[src/rtl/fft8_bitrev_reader.sv]
// 8-point FFT input reorder buffer: fills eight samples in natural order,
// then drains them in bit-reversed address order with valid/ready handshakes.
module fft8_bitrev_reader #(
  parameter int DW = 16
) (
  input  logic          clk,
  input  logic          aclr,
  input  logic          sclr,
  input  logic          in_valid,
  output logic          in_ready,
  input  logic [DW-1:0] in_data,
  output logic          out_valid,
  input  logic          out_ready,
  output logic [DW-1:0] out_data,
  output logic [2:0]    out_idx,
  output logic          out_last,
  output logic          block_done
);

  localparam logic [0:0] FILL  = 1'b0;
  localparam logic [0:0] DRAIN = 1'b1;

  logic [0:0]    state;
  logic [2:0]    wr_cnt;
  logic [2:0]    rd_cnt;
  logic [DW-1:0] mem [8];
  logic          wr_fire;
  logic          rd_fire;

  // Handshake outputs decode from state only; no path from in_valid/out_ready.
  assign in_ready  = (state == FILL);
  assign out_valid = (state == DRAIN);
  assign out_last  = out_valid && (rd_cnt == 3'd7);
  assign out_idx   = rd_cnt;
  assign out_data  = mem[{rd_cnt[0], rd_cnt[1], rd_cnt[2]}];

  assign wr_fire = in_valid & in_ready;
  assign rd_fire = out_valid & out_ready;

  always_ff @(posedge clk or posedge aclr) begin
    if (aclr) begin
      state      <= FILL;
      wr_cnt     <= '0;
      rd_cnt     <= '0;
      block_done <= 1'b0;
    end else if (sclr) begin
      state      <= FILL;
      wr_cnt     <= '0;
      rd_cnt     <= '0;
      block_done <= 1'b0;
    end else begin
      block_done <= rd_fire && (rd_cnt == 3'd7);
      if (wr_fire) begin
        wr_cnt <= wr_cnt + 3'd1;
        if (wr_cnt == 3'd7) begin
          state  <= DRAIN;
          rd_cnt <= '0;
        end
      end
      if (rd_fire) begin
        rd_cnt <= rd_cnt + 3'd1;
        if (rd_cnt == 3'd7)
          state <= FILL;
      end
    end
  end

  // Storage is retained across sclr; only aclr or an accepted write changes it.
  always_ff @(posedge clk or posedge aclr) begin
    if (aclr) begin
      for (int unsigned i = 0; i < 8; i++)
        mem[i] <= '0;
    end else if (wr_fire && !sclr) begin
      mem[wr_cnt] <= in_data;
    end
  end

endmodule

[config.mk]
export PLATFORM = sky130hd
export DESIGN_NAME = fft8_bitrev_reader
export DESIGN_NICKNAME = d
export VERILOG_FILES = /design/src/rtl/fft8_bitrev_reader.sv
export SDC_FILE = /design/constraint.sdc
export NUM_CORES = 1
export LEC_CHECK = 0
export ABC_AREA = 1
export BUFFER_PORTS_ARGS = -buffer_cell sky130_fd_sc_hd__buf_2
export CORE_MARGIN = 2
export CORE_UTILIZATION = 31
export DETAILED_ROUTE_END_ITERATION = 6
export PLACE_DENSITY = 0.47
export SETUP_SLACK_MARGIN = 0.05
export SYNTH_ARGS = -nofsm -noshare
export SYNTH_HDL_FRONTEND = slang
export SYNTH_SLANG_ARGS = --single-unit
[constraint.sdc]
create_clock -name clk -period 12.6 [get_ports clk]
set_input_delay 3.15 -clock clk [delete_from_list [all_inputs] [get_ports clk]]
set_output_delay 3.15 -clock clk [all_outputs]
set_load 0.005 [all_outputs]
==> summary.log, run 1 <==
[run_status] status completed
[global_route] largest net degree at the start of global routing 79
[timing] worst relative slew slack 0.4319
[timing] Hold Violations, Final 0
[global_route] GRT Resource Usage Total 0.1650
[final_layout] layout net count 1000
[clock_network] Root Buffer Master clkbuf_16
[setup_path] critical path type reg2out
[final_layout] leading cell types in the layout, fill and taps excluded nand2_1, inv_1, dfrtp_1, o21ai_1, nand3_1
[timing] period utilisation layout 0.4506
[yosys] count of distinct cell types in the synthesized netlist 25
[setup_path] arrival time of the worst setup path 2.53 ns
[yosys] Synth Warn # 0
[setup_path] Max stage delay on crit path 0.55 ns
[setup_path] cell chain of the critical path buf_4 -> inv_1 -> buf_4 -> nand3_1 -> nand2_1 -> nand2_1 -> nand2_1 -> buf_2
[die] core region area 22570 µm²
[final_layout] final core occ 0.3538
[die] row cnt 55
[placement] Placer Congestion 0.7042
[timing] Sum Neg Setup Slack 0 ns
[setup_path] launching point of the worst reg2reg path out_valid$_DFF_PP0_
[die] Total Die Area 24120 µm²
[timing] slew of the pin with the lowest slew margin 0.8521 ns
[setup_path] Critical Path Fanout Max 36
[global_route] antenna violations before repair 0
[setup_path] family of cells with the greatest summed delay on the critical path buffers and inverters
[min_path] hold-critical path endpoint mem[64]$_DFFE_PP0P_
[setup_path] Critical R2R Capture mem[113]$_DFFE_PP0P_
[min_path] worst hold path cell count 2
[detailed_routing] DR DRC count 0
[setup_path] sort of element at the start of the critical path register
[power_and_ir_drop] Max rail drop VDD 91.75 µV
[power_and_ir_drop] Tot Pwr 1.240 mW
[clock_network] number of buffers inserted during clock tree synthesis 17
[power_and_ir_drop] Static Leak 4.310 nW
[final_layout] Layout Area Growth over Synthesis 12.56%
[setup_path] Most Frequent Cell on Critical Path nand2_1
[clock_network] total number of clock tree sinks 136
[yosys] cell types occupying the most area after synthesis dfrtp_1, nand2_1, inv_1
[detailed_routing] average wire length per cell after detail routing 14.54 µm
[final_layout] share of cells above drive strength 1 0.1296
[placement] post-detail-place hpwl 10.85 mm
[setup_path] Crit path required time 9.45 ns
[yosys] Seq/Total Area, Yosys 0.4796
[yosys] most area-hungry cell type in the Yosys netlist dfrtp_1
[clock_network] clock tree from TritonCTS done
[global_route] total congestion overflow 0
[timing] largest clock skew in the final design 0.006669 ns
[min_path] Worst Hold Launch mem[64]$_DFFE_PP0P_
[detailed_routing] TritonRoute pass-1 iters 4
[power_and_ir_drop] Power per Cell Area 155.3 nW/µm²
[detailed_routing] count of vias placed by the detailed router 5558
[clock_network] H-tree Lvls 4
[clock_network] clock-pin slew on the worst setup and hold paths 0.06 ns
[yosys] post-synthesis instance area 7096 µm²
[setup_path] sort of element at the end of the critical path primary output
[detailed_routing] Post-Route WL 18.50 mm
[global_route] vias in the first global route 5433
[yosys] area share of the largest cell type after synthesis 0.4796
[timing] final setup violation count 0
[detailed_routing] number of DRC markers after the initial detailed-route iteration 339
[die] IO Count 44
[clock_network] post-cts sizing count 0
[clock_network] Max Buffers Root-to-Sink 2
[placement] count of buffers from port buffering 43
[detailed_routing] antenna viol nets, final 0
[die] Die Ht 155.3 µm
[setup_path] R2R depth 7
[final_layout] ant diodes 0
[detailed_routing] Via density 4.366
[setup_path] worst path buffer plus inverter count 4
[timing] minimum period implied by the final worst setup slack 5.677 ns
[timing] number of pins exceeding their max-slew limit in the final report 0
[final_layout] most frequent standard cell in the layout excluding fill and tap cells nand2_1
[yosys] syn nets 978
[timing] FMAX 176.2 MHz
[yosys] synthesized instance count 953
[clock_network] number of buffers inserted to repair setup after CTS 0
[min_path] worst min-delay path category reg2reg
[clock_network] clock insertion delay at the later pin of the skew report 0.42 ns
[clock_network] number of buffers inserted for hold repair after clock tree synthesis 0
[yosys] Avg Cell Area, Syn 7.445 µm²
[setup_path] R2R Setup Slk 10.47 ns
[run] count of max-cap constraint violations 0
[yosys] number of register bits inferred by synthesis 136
[timing] setup repair after global routing missed its margin no
[die] Initial Utilization 0.3144
[setup_path] worst-path cell with the longest stage delay inv_1
[die] Die X 155.3 µm
[global_route] global-route wire length before repair 30.71 mm
metal layers:
metal  track usage  up-vias  part of all wire
met4       0.04194        0            0.0076
met5             0        -                 0
li1              -     2918                 -
met2        0.2715       51              0.47
met1        0.2248     2579              0.49
met3       0.03064       10             0.028
synth_stat cells:
cell	count
buf_4	1
ha_1	4
nand2_4	5
o21ai_2	27
buf_2	14
inv_2	4
nor2_1	7
nor2_4	3
nand3_4	2
o21ai_0	3
nor3b_1	1
buf_1	1
clkbuf_2	1
a21oi_1	2
clkinv_1	1
nand3_1	64
inv_1	150
a211oi_1	1
o21ai_1	69
clkbuf_1	10
buf_6	20
nand2_2	4
nor2_2	2
dfrtp_1	136
nand2_1	421
sequential cells by signal, summed over array words and instances, names as in the netlist:
register,count
out_valid,1
mem,128
block_done,1
wr_cnt,3
out_idx,3
cell type report:
class,count,area [µm²]
Multi-Input combinational cell,615,2761
Sequential cell,136,3405
Fill cell,2432,14590
Tap cell,285,356.6
Clock buffer,24,491.7
Timing Repair Buffer,50,267.8
Inverter,155,586.8
Clock inverter,8,117.6
cell families (layout without fill, tap and decap cells):
group	Yosys count	after routing	share of synthesized area
and+or+nand+nor	509	509	0.2955
adders and majority gates	4	4	0.007054
buffers and inverters	202	237	0.1312
AOI/OAI and AO/OA	102	102	0.08658
DFF	136	136	0.4796
worst min-delay path: cells and delay by family (launching register included):
| kind | cells | cell delay [ns] |
|---|---|---|
| AND/OR/NAND/NOR | 2 | 0.09 |
| flip-flops | 1 | 0.34 |
worst max-delay path by stage:
| stage | startpoint | cells after the start | end | slack [ns] |
|---|---|---|---|---|
| 2_1_floorplan | aclr | 1 | block_done$_DFF_PP0_ | 5.81 |
| 3_3_place_gp | out_idx[1]$_DFFE_PP0P_ | 8 | out_data[4] | 7.42 |
| 3_5_place_dp | out_idx[1]$_DFFE_PP0P_ | 8 | out_data[4] | 7.37 |
| 4_1_cts | out_idx[1]$_DFFE_PP0P_ | 8 | out_data[4] | 6.91 |
| 5_1_grt | out_idx[1]$_DFFE_PP0P_ | 8 | out_data[4] | 6.77 |
| 6_report | out_idx[1]$_DFFE_PP0P_ | 8 | out_data[4] | 6.92 |
metrics by stage:
stage / setup WS, ns / instance area, µm² / cells / hold WS (ns)
6_report: 6.923 / 7986 / 1273 / 0.4677
2_1_floorplan: 5.811 / 7096 / 953 / 0.4419
4_1_cts: 6.906 / 7986 / 1273 / 0.4723
3_3_place_gp: 7.419 / 7377 / 1241 / 0.4540
5_1_grt: 6.772 / 7986 / 1273 / 0.4936
3_5_place_dp: 7.367 / 7377 / 1241 / 0.4582
power breakdown:
group	switching, mW	leakage (nW)	total [mW]	internal, mW
Combinational	0.107	2.20	0.182	0.0750
Clock	0.186	0.300	0.518	0.331
Sequential	0.0356	1.81	0.541	0.505
(Power assumes the default switching activity.)
==> run 2: changes to the inputs <==
==> constraint.sdc (replaced) <==
create_clock -name clk -period 5.86 [get_ports clk]
set_input_delay 1.465 -clock clk [delete_from_list [all_inputs] [get_ports clk]]
set_output_delay 1.465 -clock clk [all_outputs]
set_load 0.005 [all_outputs]
==> run 2 against run 1 <==
Against the previous run: sequential share of layout area decreased by 0.32 points; clock skew increased by 0.0012 ns; global-route usage increased by 0.18 points; final cell count about the same; total power increased by 120%; cell area increased by 0.77%; sequential power increased by 110%; combinational power increased by 120%; routed wire length decreased by 0.12%; clock power increased by 130%; sequential cell count unchanged; critical path type unchanged; critical endpoint is now out_data[10].
==> summary.log, run 2 (synthesis gave the netlist of run 1 again) <==
[detailed_routing] DR DRC count 0
[detailed_routing] Via density 4.402
[clock_network] Max Buffers Root-to-Sink 2
[timing] FMAX 267.7 MHz
[final_layout] leading cell types in the layout, fill and taps excluded nand2_1, inv_1, dfrtp_1, o21ai_1, nand3_1
[timing] minimum period implied by the final worst setup slack 3.736 ns
[power_and_ir_drop] Static Leak 4.333 nW
[detailed_routing] average wire length per cell after detail routing 14.51 µm
[run] count of max-cap constraint violations 0
[global_route] global-route wire length before repair 31.02 mm
[setup_path] worst-path cell with the longest stage delay buf_4
[detailed_routing] TritonRoute pass-1 iters 5
[final_layout] Layout Area Growth over Synthesis 13.42%
[setup_path] cell chain of the critical path inv_2 -> buf_4 -> nand2_1 -> nand3_1 -> nand2_1 -> nand2_1 -> nand2_1 -> buf_2
[final_layout] sequential standard cell area 3405 µm²
[setup_path] sort of element at the end of the critical path primary output
[detailed_routing] Post-Route WL 18.48 mm
[die] Die X 155.3 µm
[setup_path] R2R Setup Slk 3.68 ns
[setup_path] number of cells on the critical path 8
[clock_network] number of buffers inserted to repair setup after CTS 0
[timing] largest clock skew in the final design 0.007904 ns
[timing] final setup violation count 0
[setup_path] Critical Path Fanout Max 36
[setup_path] last element of the critical path out_data[10]
[final_layout] layout net count 1001
[timing] number of pins exceeding their max-slew limit in the final report 0
[setup_path] Critical R2R Capture mem[117]$_DFFE_PP0P_
[setup_path] critical path type reg2out
[die] Die Ht 155.3 µm
[final_layout] share of cells above drive strength 1 0.1335
[clock_network] number of buffers inserted for hold repair after clock tree synthesis 0
[timing] slew of the pin with the lowest slew margin 0.8206 ns
[die] Initial Utilization 0.3144
[die] Total Die Area 24120 µm²
[setup_path] R2R depth 7
[clock_network] clock-pin slew on the worst setup and hold paths 0.06 ns
[timing] setup repair after global routing missed its margin no
[setup_path] Most Frequent Cell on Critical Path nand2_1
[final_layout] flip-flop count of the largest register, all copies and words added 128
[placement] post-detail-place hpwl 10.88 mm
[setup_path] worst path buffer plus inverter count 3
[global_route] GRT Resource Usage Total 0.1667
[clock_network] clock insertion delay at the later pin of the skew report 0.42 ns
[final_layout] most frequent standard cell in the layout excluding fill and tap cells nand2_1
[placement] count of buffers from port buffering 43
[setup_path] Worst Setup SP out_idx[2]$_DFFE_PP0P_
[detailed_routing] count of vias placed by the detailed router 5608
[timing] Hold Violations, Final 0
[clock_network] post-cts sizing count 0
[global_route] largest net degree at the start of global routing 68
[timing] worst relative slew slack 0.4529
[global_route] vias in the first global route 5613
[setup_path] launching point of the worst reg2reg path out_valid$_DFF_PP0_
[final_layout] total area of multi-input combinational cells 2761 µm²
[min_path] worst min-delay path category reg2reg
[setup_path] Max stage delay on crit path 0.47 ns
[detailed_routing] antenna viol nets, final 0
[clock_network] H-tree Lvls 4
[setup_path] sort of element at the start of the critical path register
[global_route] antenna violations before repair 0
[global_route] total congestion overflow 0
[final_layout] final core occ 0.3565
[clock_network] clock tree from TritonCTS done
[final_layout] Largest Register mem
[placement] Placer Congestion 0.7065
[die] IO Count 44
[die] row cnt 55
[setup_path] family of cells with the greatest summed delay on the critical path buffers and inverters
[final_layout] Filler cells 2439
[final_layout] ant diodes 0
[setup_path] arrival time of the worst setup path 2.27 ns
[detailed_routing] number of DRC markers after the initial detailed-route iteration 335
[clock_network] number of buffers inserted during clock tree synthesis 17
[run_status] status completed
[timing] period utilisation layout 0.6375
[power_and_ir_drop] Power per Cell Area 342.2 nW/µm²
[power_and_ir_drop] Max rail drop VDD 198.8 µV
[die] core region area 22570 µm²
[timing] Sum Neg Setup Slack 0 ns
[setup_path] Crit path required time 4.39 ns
[clock_network] Root Buffer Master clkbuf_16
[clock_network] total number of clock tree sinks 136
-- run 2: report_power, final --
group          switching [mW]  internal (mW)
sequential             0.0749           1.09
clock                   0.411          0.787
combinational           0.233          0.162
total                   0.719           2.03
-- run 2: area by class of cell --
type,instances,share of cell area
tap,285,0.04431
multi-input combinational,615,0.3431
clock inverter,12,0.02441
timing repair buffer,51,0.03420
sequential,136,0.4230
clock buffer,20,0.05799
inverter,155,0.07292
-- run 2: how the worst min path moves through the flow --
stage                             start             endpoint  slack, ns  depth (start not counted)
floorplan           mem[32]$_DFFE_PP0P_  mem[32]$_DFFE_PP0P_       0.44                          2
global placement    mem[73]$_DFFE_PP0P_  mem[73]$_DFFE_PP0P_       0.45                          2
detailed placement  mem[78]$_DFFE_PP0P_  mem[78]$_DFFE_PP0P_       0.46                          2
CTS                 mem[78]$_DFFE_PP0P_  mem[78]$_DFFE_PP0P_       0.47                          2
global route        mem[44]$_DFFE_PP0P_  mem[44]$_DFFE_PP0P_       0.49                          2
finish              mem[66]$_DFFE_PP0P_  mem[66]$_DFFE_PP0P_       0.47                          2
-- run 2: per-layer routing --
layer	part of all wire	vias to the layer above	wire, µm	track usage
met4	0.011	0	197	0.04325
met2	0.47	66	8698	0.2768
met1	0.50	2613	9182	0.2256
met3	0.022	12	404	0.03008
met5	0	-	0	0
li1	-	2917	-	-
-- run 2: stage by stage --
stage          std cells  power [mW]  worst slack [ns]  hold slack (ns)  instance area, µm²
2_1_floorplan        953       1.470            0.7555           0.4419                7096
6_report            1274       2.754             2.124           0.4688                8048
4_1_cts             1274       2.791             2.053           0.4729                8048
3_3_place_gp        1242       1.574             2.526           0.4541                7385
5_1_grt             1274       2.931             1.884           0.4877                8048
3_5_place_dp        1242       1.578             2.516           0.4584                7385
-- run 2: worst reg2reg max path, stage by stage, from the launching register on --
cell     delay [ns]
dfrtp_1        0.43
inv_2          0.08
nand2_2        0.08
nor2_4         0.41
nand2_1        0.53
buf_4          0.39
nand2_1        0.09
o21ai_1        0.05
